`src/rtl/seg7_scan_ctrl.sv`:
```
// Time-multiplexed 4-digit 7-segment anode scanner with anti-ghosting blank window.
// Optional dimming feature selected by macro SEG7_SCAN_DIM_EN (adds BRIGHTNESS input).
module seg7_scan_ctrl #(
    parameter int unsigned DIGIT_CYCLES = 100000,
    parameter int unsigned BLANK_CYCLES = 1000
) (
    input  logic       CLK,
    input  logic       RESET,
    input  logic [3:0] DIGIT_EN,
`ifdef SEG7_SCAN_DIM_EN
    input  logic [1:0] BRIGHTNESS,
`endif
    output logic [1:0] MUX_SEL,
    output logic [3:0] ANODE,
    output logic       SLOT_STROBE
);

    localparam int unsigned CntW = (DIGIT_CYCLES > 1) ? $clog2(DIGIT_CYCLES) : 1;
    localparam logic [CntW-1:0] CntLast  = CntW'(DIGIT_CYCLES - 1);
    localparam logic [CntW-1:0] CntBlank = CntW'(BLANK_CYCLES);

    localparam logic [0:0] StBlank = 1'b0;
    localparam logic [0:0] StDrive = 1'b1;

    logic [CntW-1:0] cnt_q, cnt_d;
    logic [0:0]      state_q, state_d;
    logic [1:0]      mux_q, mux_d;
    logic [3:0]      anode_q, anode_d;
    logic            strobe_q, strobe_d;
    logic [3:0]      en_q, en_d;
    logic            wrap;
    logic            lit;

`ifdef SEG7_SCAN_DIM_EN
    localparam int unsigned DriveW = DIGIT_CYCLES - BLANK_CYCLES;
    logic [1:0]  bright_q, bright_d;
    logic [31:0] on_end;
`endif

    assign wrap = (cnt_q == CntLast);

    // Outputs are computed from next-state so the registered anode lines up with cnt_q.
    always_comb begin
        cnt_d    = wrap ? '0 : cnt_q + 1'b1;
        mux_d    = wrap ? mux_q + 2'd1 : mux_q;
        en_d     = wrap ? DIGIT_EN : en_q;
        strobe_d = wrap;
        state_d  = (cnt_d < CntBlank) ? StBlank : StDrive;
        lit      = (state_d == StDrive) && en_d[mux_d];
`ifdef SEG7_SCAN_DIM_EN
        bright_d = wrap ? BRIGHTNESS : bright_q;
        on_end   = BLANK_CYCLES + ((DriveW * (32'(bright_d) + 32'd1)) >> 2);
        lit      = lit && (32'(cnt_d) < on_end);
`endif
        anode_d  = lit ? ~(4'b0001 << mux_d) : 4'b1111;
    end

    always_ff @(posedge CLK) begin
        if (RESET) begin
            cnt_q    <= '0;
            state_q  <= StBlank;
            mux_q    <= 2'b00;
            anode_q  <= 4'b1111;
            strobe_q <= 1'b0;
            en_q     <= 4'b0000;
`ifdef SEG7_SCAN_DIM_EN
            bright_q <= 2'b11;
`endif
        end else begin
            cnt_q    <= cnt_d;
            state_q  <= state_d;
            mux_q    <= mux_d;
            anode_q  <= anode_d;
            strobe_q <= strobe_d;
            en_q     <= en_d;
`ifdef SEG7_SCAN_DIM_EN
            bright_q <= bright_d;
`endif
        end
    end

    assign MUX_SEL     = mux_q;
    assign ANODE       = anode_q;
    assign SLOT_STROBE = strobe_q;

`ifndef SYNTHESIS
    a_one_hot_low: assert property (@(posedge CLK) disable iff (RESET)
        $countones(~ANODE) <= 1);
    a_dark_in_blank: assert property (@(posedge CLK) disable iff (RESET)
        (state_q == StBlank) |-> (ANODE == 4'b1111));
`endif

endmodule

```
`config.mk`:
```
export PLATFORM = sky130hd
export DESIGN_NAME = seg7_scan_ctrl
export DESIGN_NICKNAME = d
export VERILOG_FILES = /design/src/rtl/seg7_scan_ctrl.sv
export SDC_FILE = /design/constraint.sdc
export NUM_CORES = 1
export LEC_CHECK = 0
export ABC_CLOCK_PERIOD_IN_PS = 2900
export BUFFER_PORTS_ARGS = -buffer_cell sky130_fd_sc_hd__buf_2
export CORE_UTILIZATION = 54
export DETAILED_ROUTE_END_ITERATION = 10
export PLACE_DENSITY = 0.78
export SLEW_MARGIN = 20
export SYNTH_ARGS = -nofsm -noshare
export SYNTH_HDL_FRONTEND = slang
export SYNTH_SLANG_ARGS = --single-unit
```
`constraint.sdc`:
```
create_clock -name CLK -period 2.9 [get_ports CLK]
set_input_delay 0.29 -clock CLK [delete_from_list [all_inputs] [get_ports CLK]]
set_output_delay 0.29 -clock CLK [all_outputs]
set_load 0.03 [all_outputs]
```
==> results.py <==
metrics = {
    "outcome": {
        "status": "complete, no violations",
    },
    "pwr": {
        "p_int_uw": 473,
        "ir_drop_uv": 391,
        "clkPwrFrac": 0.315,
        "seq_power_share": 0.650,
        "pwr-share-comb": 0.035,
        "p_switching_uw": 133,
        "power_density_nw_per_um2": 401,
        "p_leak_nw": 0.536,
        "switching_share": 0.219,
        "total_power_uw": 606,
    },
    "route": {
        "first_pass_iters": 5,
        "drtAntennaViolNets": 0,
        "num_vias": 1216,
        "routed_via_density": 5.96,
        "wl_per_cell_um": 14.1,
        "drt-total-wl_mm": 2.87,
        "route.detailed.drc": 0,
        "drt_iter0_drc": 62,
    },
    "cells_and_area": {
        "nNetsFinal": 182,
        "syn_to_final_growth_pct": 2.37,
        "drive_above_1_share": 0.132,
        "fin_util": 0.599,
        "final_area_sq_um": 1510,
        "diodes": 0,
        "stdcell_count": 204,
    },
    "floorplan": {
        "io_pins": 13,
        "die_h_um": 54.3,
        "initial_utilization": 0.585,
        "fp.coreArea_sq_um": 2520,
        "rows": 18,
        "die_w_um": 54.3,
        "die_area_sq_um": 2950,
    },
    "sta": {
        "fmaxAchievable_mhz": 419,
        "worst_slew_pin_slew_ns": 0.590,
        "hold_viol_final": 0,
        "rsz0062_at_grt": "false",
        "drv_slew": 0,
        "setup_violations": 0,
        "relSlewSlack": 0.597,
        "finalCriticalPeriod_ns": 2.39,
        "final.period_utilization": 0.823,
        "finalSetupTns_ns": 0,
        "fin_worst_skew_ns": 0.00174,
    },
    "placed_design": {
        "placed_cell_area_sq_um": 1480,
        "detailed_place_hpwl_mm": 2.00,
        "placedCellCount": 200,
        "io_buffers": 12,
        "place.gp.congestion": 0.937,
    },
    "clocking": {
        "root_buffer": "clkbuf_4",
        "postCtsResizedCells": 0,
        "numCtsBuffers": 3,
        "path_clk_slew_ns": 0.14,
        "postCtsSetupBuffers": 0,
        "ctsHoldBuffers": 0,
        "clock_latency_ns": 0.33,
        "h-tree-depth": 1,
        "cts_buffer_depth": 2,
        "clkSinkCount": 28,
        "cts_tree": "yes",
    },
    "synth": {
        "synth_seq_cells": 28,
        "async_reset_ff_frac": 0,
        "synth_flop_cell": "dfxtp_1",
        "synth_edf_count": 0,
        "synth_fp_nets": 183,
        "synth-seq-area-share": 0.380,
        "synth_area_sq_um": 1480,
        "synthCells": 176,
        "avgSynthCellArea_sq_um": 8.39,
        "ys_warn_count": 0,
        "ys_types": 43,
    },
    "worst_setup_path": {
        "critical_path_class": "reg -> reg",
        "worstSetupEndpointType": "flip-flop",
        "path_buf_inv": 0,
        "cpLargestDelayFamily": "simple AND/OR/NAND/NOR gates",
        "path_max_fanout": 8,
        "crit_required_ns": 3.11,
        "worstPathCellList": "ha_1, nand4_1, nor2_1, a22oi_1, a2111oi_0, or4_4, nand4_1",
        "cpPeakStageDelay_ns": 0.57,
        "crit_path_frequent_cell": "nand4_1",
        "cp_data_arrival_time_ns": 2.60,
        "critPathLaunchType": "flip-flop",
        "cp_slowest_cell": "a2111oi_0",
    },
    "global_route": {
        "grt_pass1_wl_mm": 4.73,
        "grt_use_total": 0.226,
        "antenna_found_initial": 0,
        "grt_pass1_vias": 1074,
        "grt_max_degree": 16,
        "grt_overflow": 0,
    },
    "flow_run": {
        "cap_violations": 0,
    },
    "hold_path": {
        "hp-class": "in -> reg",
    },
}
## sequential cells by signal (all words and copies together) (netlist names)
name / flops
cnt_q: 17
en_q: 4
ANODE: 4
MUX_SEL: 2
SLOT_STROBE: 1
## final cells by class
class / count / area, sq um
Clock buffer: 4 / 36.3
Fill cell: 222 / 1010
Inverter: 1 / 3.75
Multi-Input combinational cell: 128 / 806
Sequential cell: 28 / 561
Tap cell: 30 / 37.5
Timing Repair Buffer: 13 / 67.6
## per-layer routing
layer | up-vias | share of wire | track usage | wire length [um]
met1 | 550 | 0.45 | 0.292 | 1300
li1 | 615 | - | - | -
met5 | - | 0 | 0 | 0
met2 | 47 | 0.47 | 0.360 | 1350
met3 | 4 | 0.065 | 0.0583 | 185
met4 | 0 | 0.013 | 0.0855 | 38
## worst paths after layout
| kind | start | to | slack (ns) | cells past startpoint |
|---|---|---|---|---|
| worst max-delay path | cnt_q[0] | ANODE[3] | 0.51 | 7 |
| worst min register to register | en_q[1] | en_q[1] | 0.47 | 2 |
| worst min-delay path | DIGIT_EN[0] | en_q[0] | 0.19 | 3 |
| worst max register to register | cnt_q[0] | ANODE[3] | 0.51 | 7 |
## power groups by stage
stage / clock, mW / sequential [mW] / combinational (mW)
CTS: 0.195 / 0.394 / 0.0213
floorplan: 0 / 0.399 / 0.0185
detailed placement: 0 / 0.402 / 0.0213
finish: 0.191 / 0.394 / 0.0213
global route: 0.212 / 0.395 / 0.0238
global placement: 0 / 0.402 / 0.0208
## cell usage after synthesis (all sizes together) (5+ instances only)
cell    number  area [sq um]
nand3       11          55.1
nand4        8          50.1
xnor2        8          70.1
xor2        10          87.6
dfxtp       28           561
nor2        26          97.6
nand2       13          51.3
clkbuf      10          37.5
o21ai        5          25.0
a21oi        5          25.0
buf          9          68.8
## worst reg2reg max path: stages, from the launching register on
cell and delay [ns]:
dfxtp_1 0.44, ha_1 0.35, nand4_1 0.20, nor2_1 0.23
a22oi_1 0.12, a2111oi_0 0.57, or4_4 0.27, nand4_1 0.09
## kinds of logic (layout without fill, tap and decap cells)
family,Yosys count,count (layout),synth area share
mux,5,5,0.0347
buf+inv,20,18,0.0746
fa+ha+maj,2,2,0.0153
compound gates,21,21,0.0907
simple gates,82,82,0.298
flops,28,28,0.380
xor+xnor,18,18,0.107
## cells in the final DEF (no fill, tap or decap), types with 5 or more instances in the layout
cell type and count:
xor2_1 10, o21ai_0 5, xnor2_1 8, nand2_1 12, nand4_1 8, nor2_1 26, dfxtp_1 28, a21oi_1 5
nand3_1 11, buf_2 12
## per-stage QoR
stage / setup slack [ns] / hold slack, ns
2_1_floorplan: 0.789 / 0.359
3_3_place_gp: 0.766 / 0.439
3_5_place_dp: 0.618 / 0.449
4_1_cts: 0.597 / 0.192
5_1_grt: 0.478 / 0.196
6_report: 0.514 / 0.194
Power figures use the tool's default switching activity.
